File: src/rtl/dac_frame_rx_if.sv
// Serial DAC write link (SCLK, SYNC_N, SDIN) plus the receiver's word and status outputs.
interface dac_frame_rx_if #(
    parameter int FRAME_BITS = 32
);
    logic                  rx_sclk;
    logic                  rx_sync_n;
    logic                  rx_sdin;
    logic [FRAME_BITS-1:0] rx_data;
    logic                  rx_valid;
    logic                  rx_err;
    logic                  rx_busy;
    logic [15:0]           frame_cnt;
    logic [7:0]            err_cnt;

    modport master (
        output rx_sclk, rx_sync_n, rx_sdin,
        input  rx_data, rx_valid, rx_err, rx_busy, frame_cnt, err_cnt
    );

    modport slave (
        input  rx_sclk, rx_sync_n, rx_sdin,
        output rx_data, rx_valid, rx_err, rx_busy, frame_cnt, err_cnt
    );
endinterface

File: src/rtl/dac_frame_rx.sv
// Oversampling receiver for SYNC_N-framed, MSB-first serial DAC words; flags and counts bad frames.
// RX_VALID/RX_ERR pulse SYNC_STAGES+2 cycles after SYNC_N rises; no backpressure, words are never stalled.
module dac_frame_rx #(
    parameter int FRAME_BITS  = 32,
    parameter int SYNC_STAGES = 2
) (
    input  logic          i_clk_50m,
    input  logic          i_rst,
    dac_frame_rx_if.slave io_link
);
    localparam int CW = $clog2(FRAME_BITS + 2);
    localparam int AW = $clog2(SYNC_STAGES + 2);
    localparam logic [CW-1:0] CNT_FULL = CW'(FRAME_BITS);
    localparam logic [CW-1:0] CNT_MAX  = CW'(FRAME_BITS + 1);
    localparam logic [AW-1:0] ARM_LAST = AW'(SYNC_STAGES + 1);

    typedef enum logic [1:0] {
        ST_ARM   = 2'd0,
        ST_IDLE  = 2'd1,
        ST_SHIFT = 2'd2
    } state_t;

    logic [SYNC_STAGES-1:0] r_sclk_sync, r_sync_sync, r_sdin_sync;
    logic                   r_sclk_d, r_sync_d, r_sdin_d;
    logic                   r_sclk_fall, r_sync_fall, r_sync_rise;
    logic                   w_sclk_s, w_sync_s, w_sdin_s;

    state_t                 r_state, w_state_nxt;
    logic [AW-1:0]          r_arm_cnt, w_arm_nxt;
    logic [FRAME_BITS-1:0]  r_shift, w_shift_nxt, w_shift_upd;
    logic [CW-1:0]          r_cnt, w_cnt_nxt, w_cnt_upd;
    logic [FRAME_BITS-1:0]  r_data, w_data_nxt;
    logic                   r_valid, w_valid_nxt;
    logic                   r_err, w_err_nxt;
    logic [15:0]            r_frame_cnt, w_frame_cnt_nxt;
    logic [7:0]             r_err_cnt, w_err_cnt_nxt;

    assign w_sclk_s = r_sclk_sync[SYNC_STAGES-1];
    assign w_sync_s = r_sync_sync[SYNC_STAGES-1];
    assign w_sdin_s = r_sdin_sync[SYNC_STAGES-1];

    // Edge pulses are registered so the FSM sees data and framing events on the same cycle
    always_ff @(posedge i_clk_50m) begin
        if (i_rst) begin
            r_sclk_sync <= '1;
            r_sync_sync <= '1;
            r_sdin_sync <= '0;
            r_sclk_d    <= 1'b1;
            r_sync_d    <= 1'b1;
            r_sdin_d    <= 1'b0;
            r_sclk_fall <= 1'b0;
            r_sync_fall <= 1'b0;
            r_sync_rise <= 1'b0;
        end else begin
            r_sclk_sync <= {r_sclk_sync[SYNC_STAGES-2:0], io_link.rx_sclk};
            r_sync_sync <= {r_sync_sync[SYNC_STAGES-2:0], io_link.rx_sync_n};
            r_sdin_sync <= {r_sdin_sync[SYNC_STAGES-2:0], io_link.rx_sdin};
            r_sclk_d    <= w_sclk_s;
            r_sync_d    <= w_sync_s;
            r_sdin_d    <= w_sdin_s;
            r_sclk_fall <= r_sclk_d & ~w_sclk_s;
            r_sync_fall <= r_sync_d & ~w_sync_s;
            r_sync_rise <= ~r_sync_d & w_sync_s;
        end
    end

    always_ff @(posedge i_clk_50m) begin
        if (i_rst) begin
            r_state     <= ST_ARM;
            r_arm_cnt   <= '0;
            r_shift     <= '0;
            r_cnt       <= '0;
            r_data      <= '0;
            r_valid     <= 1'b0;
            r_err       <= 1'b0;
            r_frame_cnt <= '0;
            r_err_cnt   <= '0;
        end else begin
            r_state     <= w_state_nxt;
            r_arm_cnt   <= w_arm_nxt;
            r_shift     <= w_shift_nxt;
            r_cnt       <= w_cnt_nxt;
            r_data      <= w_data_nxt;
            r_valid     <= w_valid_nxt;
            r_err       <= w_err_nxt;
            r_frame_cnt <= w_frame_cnt_nxt;
            r_err_cnt   <= w_err_cnt_nxt;
        end
    end

    always_comb begin
        w_state_nxt     = r_state;
        w_arm_nxt       = r_arm_cnt;
        w_shift_nxt     = r_shift;
        w_cnt_nxt       = r_cnt;
        w_data_nxt      = r_data;
        w_valid_nxt     = 1'b0;
        w_err_nxt       = 1'b0;
        w_frame_cnt_nxt = r_frame_cnt;
        w_err_cnt_nxt   = r_err_cnt;
        w_shift_upd     = r_shift;
        w_cnt_upd       = r_cnt;

        case (r_state)
            // The synchronizers reset to idle-high, so wait for them to flush before trusting SYNC_N
            ST_ARM: begin
                if (r_arm_cnt != ARM_LAST) begin
                    w_arm_nxt = r_arm_cnt + AW'(1);
                end else if (w_sync_s) begin
                    w_state_nxt = ST_IDLE;
                end
            end
            ST_IDLE: begin
                if (r_sync_fall) begin
                    w_state_nxt = ST_SHIFT;
                    w_shift_nxt = '0;
                    w_cnt_nxt   = '0;
                end
            end
            ST_SHIFT: begin
                if (r_sclk_fall) begin
                    w_shift_upd = {r_shift[FRAME_BITS-2:0], r_sdin_d};
                    if (r_cnt != CNT_MAX) begin
                        w_cnt_upd = r_cnt + CW'(1);
                    end
                end
                w_shift_nxt = w_shift_upd;
                w_cnt_nxt   = w_cnt_upd;
                // A bit clocked on the closing cycle still belongs to this frame
                if (r_sync_rise) begin
                    w_state_nxt = ST_IDLE;
                    if (w_cnt_upd == CNT_FULL) begin
                        w_data_nxt      = w_shift_upd;
                        w_valid_nxt     = 1'b1;
                        w_frame_cnt_nxt = r_frame_cnt + 16'd1;
                    end else begin
                        w_err_nxt = 1'b1;
                        if (r_err_cnt != 8'hFF) begin
                            w_err_cnt_nxt = r_err_cnt + 8'd1;
                        end
                    end
                end
            end
            default: begin
                w_state_nxt = ST_ARM;
                w_shift_nxt = '0;
                w_cnt_nxt   = '0;
            end
        endcase
    end

    assign io_link.rx_data   = r_data;
    assign io_link.rx_valid  = r_valid;
    assign io_link.rx_err    = r_err;
    assign io_link.rx_busy   = (r_state == ST_SHIFT);
    assign io_link.frame_cnt = r_frame_cnt;
    assign io_link.err_cnt   = r_err_cnt;
endmodule
File: src/flat_wrapper.sv
// flat-port wrapper written by rule: the top's interface ports become plain ports
module dac_frame_rx_flat 
#(
    parameter int FRAME_BITS  = 32,
    parameter int SYNC_STAGES = 2
)
  (i_clk_50m, i_rst, io_link_rx_sclk, io_link_rx_sync_n, io_link_rx_sdin, io_link_rx_data, io_link_rx_valid, io_link_rx_err, io_link_rx_busy, io_link_frame_cnt, io_link_err_cnt);
  dac_frame_rx_if #(.FRAME_BITS(FRAME_BITS)) io_link_i ();
  input  logic i_clk_50m;
  input  logic i_rst;
  input wire logic [$bits(io_link_i.rx_sclk)-1:0] io_link_rx_sclk;
  input wire logic [$bits(io_link_i.rx_sync_n)-1:0] io_link_rx_sync_n;
  input wire logic [$bits(io_link_i.rx_sdin)-1:0] io_link_rx_sdin;
  output wire logic [$bits(io_link_i.rx_data)-1:0] io_link_rx_data;
  output wire logic [$bits(io_link_i.rx_valid)-1:0] io_link_rx_valid;
  output wire logic [$bits(io_link_i.rx_err)-1:0] io_link_rx_err;
  output wire logic [$bits(io_link_i.rx_busy)-1:0] io_link_rx_busy;
  output wire logic [$bits(io_link_i.frame_cnt)-1:0] io_link_frame_cnt;
  output wire logic [$bits(io_link_i.err_cnt)-1:0] io_link_err_cnt;
  assign io_link_i.rx_sclk = io_link_rx_sclk;
  assign io_link_i.rx_sync_n = io_link_rx_sync_n;
  assign io_link_i.rx_sdin = io_link_rx_sdin;
  assign io_link_rx_data = io_link_i.rx_data;
  assign io_link_rx_valid = io_link_i.rx_valid;
  assign io_link_rx_err = io_link_i.rx_err;
  assign io_link_rx_busy = io_link_i.rx_busy;
  assign io_link_frame_cnt = io_link_i.frame_cnt;
  assign io_link_err_cnt = io_link_i.err_cnt;
  dac_frame_rx #(.FRAME_BITS(FRAME_BITS), .SYNC_STAGES(SYNC_STAGES)) u_core (.i_clk_50m(i_clk_50m), .i_rst(i_rst), .io_link(io_link_i));
endmodule
File: config.mk
export PLATFORM = sky130hd
export DESIGN_NAME = dac_frame_rx_flat
export DESIGN_NICKNAME = d
export VERILOG_FILES = /design/src/rtl/dac_frame_rx_if.sv /design/src/rtl/dac_frame_rx.sv /design/src/flat_wrapper.sv
export SDC_FILE = /design/constraint.sdc
export NUM_CORES = 1
export LEC_CHECK = 0
export BUFFER_PORTS_ARGS = -buffer_cell sky130_fd_sc_hd__buf_2
export CORE_MARGIN = 1
export CORE_UTILIZATION = 57
export CTS_CLUSTER_DIAMETER = 40
export DETAILED_ROUTE_END_ITERATION = 8
export GPL_TIMING_DRIVEN = 0
export PLACE_DENSITY_LB_ADDON = 0.05
export SYNTH_ARGS = -nofsm -noshare
export SYNTH_HDL_FRONTEND = slang
export SYNTH_SLANG_ARGS = --single-unit
File: constraint.sdc
create_clock -name i_clk_50m -period 2.8 [get_ports i_clk_50m]
set_clock_uncertainty 0.05 [all_clocks]
set_input_delay 0.42 -clock i_clk_50m [delete_from_list [all_inputs] [get_ports i_clk_50m]]
set_output_delay 0.42 -clock i_clk_50m [all_outputs]
set_load 0.01 [all_outputs]
==> results of run 1 <==
kinds of logic after synthesis:
family | share of synthesized area [%]
fa+ha+maj | 1.32
buf+inv | 4.30
mux | 8.58
xor+xnor | 0.370
compound gates | 19.3
simple gates | 18.8
flops | 47.3
critical path: stages (launching register included):
cell and delay (ps):
dfxtp_4 390, inv_1 60, ha_2 180, and3b_2 220, a211oi_2 250, nand2_1 150
a2111o_1 550, buf_6 180, buf_4 130, o31a_1 280, o21a_1 170
sequential cells by signal (all words and copies together) (netlist names):
register and flops:
u_core.io_link.rx_valid 1, u_core.r_shift 32, u_core.r_sclk_fall 1, u_core.r_sync_d 1
u_core.r_state 2, u_core.r_sclk_sync 2, u_core.r_sdin_d 1, u_core.io_link.frame_cnt 16
u_core.r_sync_rise 1, u_core.r_sclk_d 1, u_core.r_sdin_sync 2, u_core.r_arm_cnt 2
u_core.r_sync_sync 2, u_core.io_link.rx_err 1, u_core.io_link.err_cnt 8, u_core.r_cnt 6
u_core.r_sync_fall 1, u_core.io_link.rx_data 32
placed cells by master, fill, tap and decap left out, types with 7 or more instances in the layout:
cell / netlist / final
dfxtp_1: 112 / 110
nor2_1: 92 / 92
buf_2: 4 / 67
mux2i_1: 35 / 35
a211oi_1: 35 / 34
a22oi_1: 33 / 33
clkbuf_1: 29 / 26
a21oi_1: 26 / 26
nand2_1: 25 / 25
o21ai_0: 13 / 13
inv_1: 12 / 12
nand3_1: 12 / 12
nor2b_1: 10 / 10
clkbuf_8: 0 / 10
nand4_1: 8 / 8
or2_2: 7 / 7
cells in the mapped netlist, drive strengths merged (2+ instances only):
cell type | instances | area, sq um
dfxtp | 112 | 2240
o21ai | 14 | 70.1
xnor2 | 2 | 17.5
a21oi | 26 | 130
a211oi | 36 | 275
nor3 | 6 | 30.0
or3 | 6 | 37.5
nand2 | 25 | 93.8
nand3b | 2 | 15.0
or2 | 8 | 52.6
nor2 | 92 | 345
and2 | 2 | 12.5
o31ai | 6 | 45.0
o31a | 2 | 17.5
o21a | 2 | 15.0
a311oi | 2 | 23.8
nand2b | 3 | 18.8
clkbuf | 29 | 109
a22oi | 33 | 248
nand3 | 12 | 60.1
mux2 | 5 | 56.3
and3 | 3 | 18.8
ha | 5 | 62.6
o32ai | 2 | 17.5
nand4 | 8 | 50.1
mux2i | 35 | 350
or4 | 6 | 45.0
nand4b | 3 | 26.3
nor2b | 10 | 62.6
inv | 12 | 45.0
buf | 8 | 50.1
worst paths after layout:
path / slack [ps] / depth (start not counted) / from / end
max: 90 / 10 / u_core.r_cnt[1]$_SDFFE_PP0P_ / u_core.io_link.frame_cnt[6]$_SDFFE_PP0P_
min: 180 / 2 / io_link_rx_sclk / u_core.r_sclk_sync[0]$_SDFF_PP1_
max reg2reg: 90 / 10 / u_core.r_cnt[1]$_SDFFE_PP0P_ / u_core.io_link.frame_cnt[6]$_SDFFE_PP0P_
min reg2reg: 370 / 1 / u_core.r_sync_sync[0]$_SDFF_PP1_ / u_core.r_sync_sync[1]$_SDFF_PP1_
layer usage:
| metal | share of wire [%] | wire (um) | up-vias | track usage, % |
|---|---|---|---|---|
| li1 | - | - | 2049 | - |
| met4 | 1.1 | 123 | 0 | 5.38 |
| met3 | 4.0 | 432 | 10 | 5.61 |
| met5 | 0 | 0 | - | 0 |
| met2 | 51 | 5510 | 102 | 45.2 |
| met1 | 44 | 4820 | 2017 | 31.6 |
final cells by class:
type	count	area share, %
clock buffers	10	2.52
well taps	102	2.33
plain buffers	37	2.97
multi-input cells	365	42.1
clock inverters	5	1.60
repair buffers	69	6.59
inverters	12	0.824
flip-flops and latches	112	41.1
timing repair:
action                     CTS  global route
pin swaps                    0             6
setup buffers                0             6
gates resized for setup      4             5
cloned                       0             1
setup endpoints to repair   31            53
power by group:
| part | total [mW] | internal (mW) | switching, mW |
|---|---|---|---|
| Sequential | 1.63 | 1.61 | 0.0149 |
| Combinational | 0.118 | 0.0468 | 0.0712 |
| Clock | 1.09 | 0.534 | 0.555 |
| Total | 2.84 | 2.19 | 0.642 |
through the flow:
step / area (sq um) / TNS [ps]
floorplan: 4740 / 0
global placement: 5180 / -266
detailed placement: 5180 / -2130
CTS: 5410 / 0
global route: 5470 / -585
finish: 5470 / 0
==> metrics.md, run 1 <==
| Metric | Value |
|---|---|
| Status | complete, no violations |
| Die area | around 8700 sq um |
| Site row count | 32 |
| Clock Path Buffers | 2 |
| Gr usage total | about a quarter |
| Syn nets | 536 |
| Final Core Density | 69.3% |
| Routed len/inst | around 15 um |
| Worst Tran Pin Value | 751 ps |
| Fin crit period | about 2700 ps |
| Worst-path clk slew | ~110 ps |
| Final slew viol count | 0 |
| 1st-pass router iterations | 4 |
| CTS H-tree lvls | 3 |
| Critical Path Source Type | flop |
| Final hold viol count | 0 |
| First-pass GRT wire length | 17,600 um |
| Grt total ovfl | 0 |
| Req. time, crit path | around 3000 ps |
| Post-route ant nets | 0 |
| Yosys cell types | 46 |
| Area taken by multi-input logic gates | ~2300 sq um |
| Layout Cells excl Fill | just over 700 |
| CP Class | flop to flop |
| CTS Root Cell | clkbuf_8 |
| Final WS setup | approximately 86 ps |
| Syn Inst Count | between 500 and 600 |
| Post-synth EDFFs | 0 |
| Relative slew slack | 49.9% |
| Post-Synthesis Cell Area | 4740 sq um |
| Initial Util | between 60% and 70% |
| Crit. End Element | flop |
| Synth Register Bits | 112 |
| IO buf count | 62 |
| Vias in the first global route | around 3.8k |
| Max Clk Rate | approximately 370 MHz |
| Fill cells | ~650 |
| Tcrit/Tclk final | a little over nine tenths |
| DR iter-0 viols | around 200 |
| Maxcap violations | 0 |
| NumNets Final | between 600 and 700 |
| P&R area growth vs syn | 15.4% |
| Power Dens Cells | 518 nW/um^2 |
| Clock latency on the worst-skew pair | 370 ps |
| Vias | 4,178 |
| Initial antenna violation count | 0 |
| Post-synth ARST share | 0% |
| CTS Buf Count | 9 |
| DR vias/cell | 5.87 |
| Die height | around 93 um |
| Post-synth top flop | dfxtp_1 |
| Seq. cell area | approximately 2200 sq um |
| Post-DP HPWL | 7500 um |
| Antenna cell count | 0 |
| WL final | around 11,000 um |
| Pleak | ~2.0 nW |
| Pwr Total | ~2.8 mW |
| Share of layout cells above drive strength 1 | 18.9% |
| Seq/Total Area, Yosys | between 40% and 50% |
| Die Span X | between 90 and 100 um |
| Synth warn | 0 |
| I/O Pins | 64 |
| CTS tree | built |
| Worst Hold Class | input pin to flop |
| Final RePlAce weighted congestion | about 0.9 |
| WHS | about 180 ps |
| CP max FO | 6 |
| # DRC | 0 |
| Largest net degree at the start of global routing | 19 |
| Worst Path Arrival | 2940 ps |
| CTS sink count | approximately 110 |
| Hold-fix buffers, CTS | 0 |
| Maximum vdd drop | between 0.2 and 0.3 mV |
| # placed instances | 690 |
| Core box area | 7890 sq um |
| Pre-CTS WS | -114 ps |
| Final setup vio count | 0 |
| Avg Cell Area, Syn | between 9 and 10 sq um |
Power figures use the tool's default switching activity.
==> inputs of run 2 (changes only) <==
--- a/config.mk
+++ b/config.mk
@@ -7,10 +7,9 @@
 export LEC_CHECK = 0
 export BUFFER_PORTS_ARGS = -buffer_cell sky130_fd_sc_hd__buf_2
 export CORE_MARGIN = 1
-export CORE_UTILIZATION = 57
+export CORE_UTILIZATION = 41
 export CTS_CLUSTER_DIAMETER = 40
 export DETAILED_ROUTE_END_ITERATION = 8
-export GPL_TIMING_DRIVEN = 0
 export PLACE_DENSITY_LB_ADDON = 0.05
 export SYNTH_ARGS = -nofsm -noshare
 export SYNTH_HDL_FRONTEND = slang
==> metrics.md, run 2 (synthesized netlist as in run 1, its figures left out) <==
| Metric | Value |
|---|---|
| Req. time, crit path | 3020 ps |
| CTS sink count | roughly 110 |
| P&R area growth vs syn | 16.9% |
| Critical Path Source Type | flop |
| # DRC | 0 |
| CP max FO | 8 |
| Site row count | 38 |
| Pleak | approximately 2.0 nW |
| Final hold viol count | 0 |
| CP Class | flop to flop |
| Worst r2r path cells | 7 |
| Die Span X | between 100 and 150 um |
| Worst Path Arrival | ~2900 ps |
| Most frequent cells in the layout | dfxtp_1, nor2_1, buf_2 |
| Fill cells | 1,103 |
| Share of layout cells above drive strength 1 | between 20% and 30% |
| Vias in the first global route | around 3.6k |
| Worst Hold Class | input pin to flop |
| Commonest non-fill, non-tap cell in the layout | dfxtp_1 |
| Final setup vio count | 0 |
| CTS Root Cell | clkbuf_16 |
| Hold path endpoint | u_core.r_sync_sync[0]$_SDFF_PP1_ |
| 1st-pass router iterations | 4 |
| Placed cell areas | 5210 sq um |
| Tcrit/Tclk final | between 90% and 100% |
| Final instance area | 5540 sq um |
| Core box area | ~11,000 sq um |
| Relative slew slack | 29.6% |
| Hold-fix buffers, CTS | 0 |
| Critical R2R Launch | u_core.r_cnt[0]$_SDFFE_PP0P_ |
| IO buf count | 63 |
| Worst-path clk slew | 70 ps |
| Clock Path Buffers | 2 |
| Min-Delay Path Depth | 2 |
| Clock latency on the worst-skew pair | 350 ps |
| CTS H-tree lvls | 3 |
| Initial antenna violation count | 0 |
| Routed len/inst | between 10 and 15 um |
| Post-route ant nets | 0 |
| DR vias/cell | between 5 and 6 |
| Maximum vdd drop | ~0.53 mV |
| Largest net degree at the start of global routing | between 60 and 70 |
| Initial Util | approximately 43% |
| Fin Setup TNS | 0 ps |
| Final slew viol count | 0 |
| First-pass GRT wire length | 16,600 um |
| CTS tree | built |
| Worst Tran Pin Value | 1060 ps |
| Reg2Reg Setup Slack | ~120 ps |
| Antenna cell count | 0 |
| WL final | 10,300 um |
| Final RePlAce weighted congestion | roughly 0.8 |
| Status | complete, no violations |
| Maxcap violations | 0 |
| Post-DP HPWL | roughly 6700 um |
| Grt total ovfl | 0 |
| Worst R2R End | u_core.io_link.frame_cnt[13]$_SDFFE_PP0P_ |
| Die area | about 12,000 sq um |
| WHS | ~200 ps |
| Max Clk Rate | between 300 and 400 MHz |
| Crit. End Element | flop |
| Power Dens Cells | roughly 550 nW/um^2 |
| NumNets Final | 590 |
| CTS Buf Count | 9 |
| Fin crit period | 2680 ps |
| DR iter-0 viols | ~310 |
| Gr usage total | ~18% |
| HP Start | io_link_rx_sync_n |
| Vias | roughly 4.0k |
| I/O Pins | 64 |
| Die height | ~110 um |
## run 2: cell count changes in the layout (fill, tap and decap cells not counted), sizes merged
cell      before  now
clkinv         0    1
buf           77   79
inv           14   15
clkinvlp       1    0
bufinv         2    1
a2111o         1    2
clkbuf        39   10
## run 2: power breakdown
group | internal, mW | switching, mW | leakage [nW]
combinational | 0.0456 | 0.0652 | 0.934
sequential | 1.61 | 0.0150 | 0.905
clock | 0.722 | 0.589 | 0.150
total | 2.38 | 0.670 | 1.99
## run 2: routing by layer
layer	track usage (%)	up-vias	routed length [um]	part of all wire [%]
li1	-	2008	-	-
met2	28.8	76	4790	46
met5	0	-	0	0
met4	6.10	0	142	1.4
met3	5.33	12	458	4.4
met1	22.0	1862	4950	48
## run 2: worst max-delay path by stage
stage	from	cells after the start	end	slack, ps
2_1_floorplan	u_core.r_cnt[1]$_SDFFE_PP0P_	9	u_core.io_link.frame_cnt[13]$_SDFFE_PP0P_	270
3_3_place_gp	u_core.r_cnt[1]$_SDFFE_PP0P_	8	u_core.io_link.frame_cnt[10]$_SDFFE_PP0P_	100
3_5_place_dp	u_core.r_cnt[1]$_SDFFE_PP0P_	8	u_core.io_link.frame_cnt[12]$_SDFFE_PP0P_	9
4_1_cts	u_core.r_cnt[1]$_SDFFE_PP0P_	8	u_core.io_link.frame_cnt[12]$_SDFFE_PP0P_	20
5_1_grt	u_core.r_cnt[0]$_SDFFE_PP0P_	7	u_core.io_link.frame_cnt[13]$_SDFFE_PP0P_	-30
6_report	u_core.r_cnt[0]$_SDFFE_PP0P_	7	u_core.io_link.frame_cnt[13]$_SDFFE_PP0P_	120
## run 2: stage by stage
stage | total power [mW] | utilization, % | setup WS, ps | instances
global route | 3.18 | 50.2 | -34.6 | 724
global placement | 1.77 | 47.3 | 103 | 708
finish | 3.05 | 50.2 | 118 | 724
detailed placement | 1.78 | 47.3 | 9.10 | 708
floorplan | 1.75 | - | 271 | 526
CTS | 3.10 | 50.0 | 18.1 | 723
## run 2: final cells by class
class / count / area [sq um] / area share (%)
multi-input combinational: 366 / 2320 / 41.9
timing repair buffer: 79 / 450 / 8.13
tap: 140 / 175 / 3.16
clock inverter: 5 / 61.3 / 1.11
inverter: 12 / 45.0 / 0.813
clock buffer: 10 / 239 / 4.32
sequential: 112 / 2240 / 40.5
## run 2: timing repair
action,CTS,global route
setup buffers,0,0
pin swaps,0,2
cloned,0,1
resized for setup,1,4
setup endpoints to repair,3,6
hold endpoints to repair,0,0
## run 2: critical path, stage by stage, from the launching register on
cell and delay, ps:
dfxtp_1 480, ha_1 260, and3b_1 270, a31o_2 210
nor2_1 110, a2111o_2 550, or4_1 520, a21oi_1 160
==> inputs of run 3 (changes only) <==
--- a/config.mk
+++ b/config.mk
@@ -10,7 +10,7 @@
 export CORE_UTILIZATION = 41
 export CTS_CLUSTER_DIAMETER = 40
 export DETAILED_ROUTE_END_ITERATION = 8
-export PLACE_DENSITY_LB_ADDON = 0.05
+export PLACE_DENSITY_LB_ADDON = 0.3
 export SYNTH_ARGS = -nofsm -noshare
 export SYNTH_HDL_FRONTEND = slang
 export SYNTH_SLANG_ARGS = --single-unit
==> metrics.md, run 3 (synthesized netlist as in run 1, its figures left out) <==
| Metric | Value |
|---|---|
| First-pass GRT wire length | roughly 17,000 um |
| # placed instances | between 700 and 800 |
| Post-CTS setup buffers | 0 |
| Final setup vio count | 0 |
| Core box area | approximately 11,000 sq um |
| Maxcap violations | 0 |
| Combinational power share | about 3.8% |
| Most frequent cells in the layout | dfxtp_1, nor2_1, buf_2 |
| CTS sink count | ~110 |
| Layout Cells excl Fill | roughly 720 |
| Delay-heaviest family, CP | simple AND/OR/NAND/NOR gates |
| Switching share of total power | 22.5% |
| Vias in the first global route | around 3.7k |
| IO buf count | 63 |
| Share of layout cells above drive strength 1 | 19.2% |
| Antenna cell count | 0 |
| Worst Path Buf+Inv | 2 |
| RSZ-0062 raised after global routing | no |
| Final slew viol count | 0 |
| CP Class | flop to flop |
| Worst R2R End | u_core.io_link.frame_cnt[12]$_SDFFE_PP0P_ |
| Tcrit/Tclk final | between 90% and 100% |
| Final instance area | roughly 5500 sq um |
| Slowest cell delay on critical path | roughly 500 ps |
| Crit. End Element | flop |
| CTS tree | built |
| Worst-path clk slew | 70 ps |
| Placed cell areas | 5190 sq um |
| Req. time, crit path | 3020 ps |
| # DRC | 0 |
| Final RePlAce weighted congestion | around 0.86 |
| 1st-pass router iterations | 4 |
| Routed len/inst | approximately 14 um |
| Slowest cell on the critical path | or4_1 |
| CP startpoint | u_core.r_cnt[1]$_SDFFE_PP0P_ |
| Final hold viol count | 0 |
| Critical R2R Launch | u_core.r_cnt[1]$_SDFFE_PP0P_ |
| Vias | 3,933 |
| Reg2Reg Setup Slack | roughly 140 ps |
| Worst path cell trace | inv_1 > ha_1 > and3b_1 > a211oi_2 > nand2_1 > a2111o_1 > buf_4 > or4_1 > a21oi_1 |
| Fin Setup TNS | 0 ps |
| DR vias/cell | about 5.5 |
| Pleak | between 1.5 and 2 nW |
| Initial antenna violation count | 0 |
| Relative slew slack | 62.1% |
| Clock Power Share | roughly 41% |
| Worst Tran Pin Value | around 570 ps |
| CTS H-tree lvls | 3 |
| Clock Path Buffers | 2 |
| Worst Hold Class | input pin to flop |
| Commonest non-fill, non-tap cell in the layout | dfxtp_1 |
| Fin crit period | roughly 2700 ps |
| Die area | 12,000 sq um |
| Max Clk Rate | approximately 380 MHz |
| Worst r2r path cells | 9 |
| Die Span X | 110 um |
| Die height | roughly 110 um |
| Sequential power share | between 50% and 60% |
| Switching power | between 0.6 and 0.7 mW |
| Gr usage total | 17.5% |
| CTS Root Cell | clkbuf_16 |
| NumNets Final | ~600 |
| P&R area growth vs syn | 15.4% |
| Worst Path Arrival | around 2900 ps |
| Critical Path Source Type | flop |
| Fill cells | 1,041 |
| Initial Util | 43.0% |
| Site row count | 38 |
| CTS Buf Count | 9 |
| Grt total ovfl | 0 |
| Largest net degree at the start of global routing | 68 |
| Int Pwr | around 2.3 mW |
| Power Dens Cells | 541 nW/um^2 |
| WL final | around 9900 um |
| Post-DP HPWL | 6470 um |
| I/O Pins | 64 |
| DR iter-0 viols | around 310 |
| Clock latency on the worst-skew pair | around 340 ps |
| Min-Delay Path Depth | 2 |
| HP Start | io_link_rx_sclk |
| Hold path endpoint | u_core.r_sclk_sync[0]$_SDFF_PP1_ |
| CP max FO | 21 |
| Status | complete, no violations |
| Post-route ant nets | 0 |
| Maximum vdd drop | between 0.4 and 0.5 mV |
run 3: through the flow:
step | setup slack (ps) | utilization (%) | power [mW] | hold slack (ps)
5_1_grt | 26.7 | 49.6 | 3.07 | 206
3_5_place_dp | 68.3 | 47.0 | 1.78 | 346
2_1_floorplan | 271 | - | 1.75 | 339
6_report | 139 | 49.6 | 2.96 | 201
3_3_place_gp | 189 | 47.0 | 1.77 | 339
4_1_cts | 44.9 | 49.5 | 3.00 | 192
run 3: power groups by stage:
stage          clock (mW)  combinational, mW  sequential (mW)
2_1_floorplan           0             0.0913             1.66
3_3_place_gp            0              0.109             1.66
3_5_place_dp            0              0.115             1.67
4_1_cts              1.26              0.115             1.63
5_1_grt              1.31              0.128             1.63
6_report             1.22              0.113             1.63
run 3: final cells by class:
type                            instances  area, sq um  share of cell area [%]
Multi-Input combinational cell        365         2300                    42.0
Sequential cell                       112         2250                    41.1
Timing Repair Buffer                   74          425                    7.78
Clock buffer                           10          239                    4.37
Tap cell                              140          175                    3.20
Inverter                               12         45.0                   0.824
Clock inverter                          5         38.8                   0.709
run 3: routing by layer:
layer	track usage (%)	part of all wire (%)	vias up
met3	4.03	6.0	10
met5	0	0	-
li1	-	-	1984
met4	5.81	1.2	0
met1	22.2	47	1819
met2	29.4	46	120
run 3: worst max path at each step:
stage | end | slack [ps] | cells after the start
floorplan | u_core.io_link.frame_cnt[13]$_SDFFE_PP0P_ | 270 | 9
global placement | u_core.io_link.frame_cnt[13]$_SDFFE_PP0P_ | 190 | 9
detailed placement | u_core.io_link.frame_cnt[12]$_SDFFE_PP0P_ | 70 | 9
CTS | u_core.io_link.frame_cnt[12]$_SDFFE_PP0P_ | 40 | 9
global route | u_core.io_link.frame_cnt[10]$_SDFFE_PP0P_ | 30 | 9
finish | u_core.io_link.frame_cnt[12]$_SDFFE_PP0P_ | 140 | 9
run 3: what timing repair did:
| action | 4_1_cts | 5_1_grt |
|---|---|---|
| gates resized for setup | 0 | 2 |
| endpoints found under the hold margin | 0 | 0 |
| hold buffers | 0 | 0 |
| endpoints found under the setup margin | 0 | 22 |
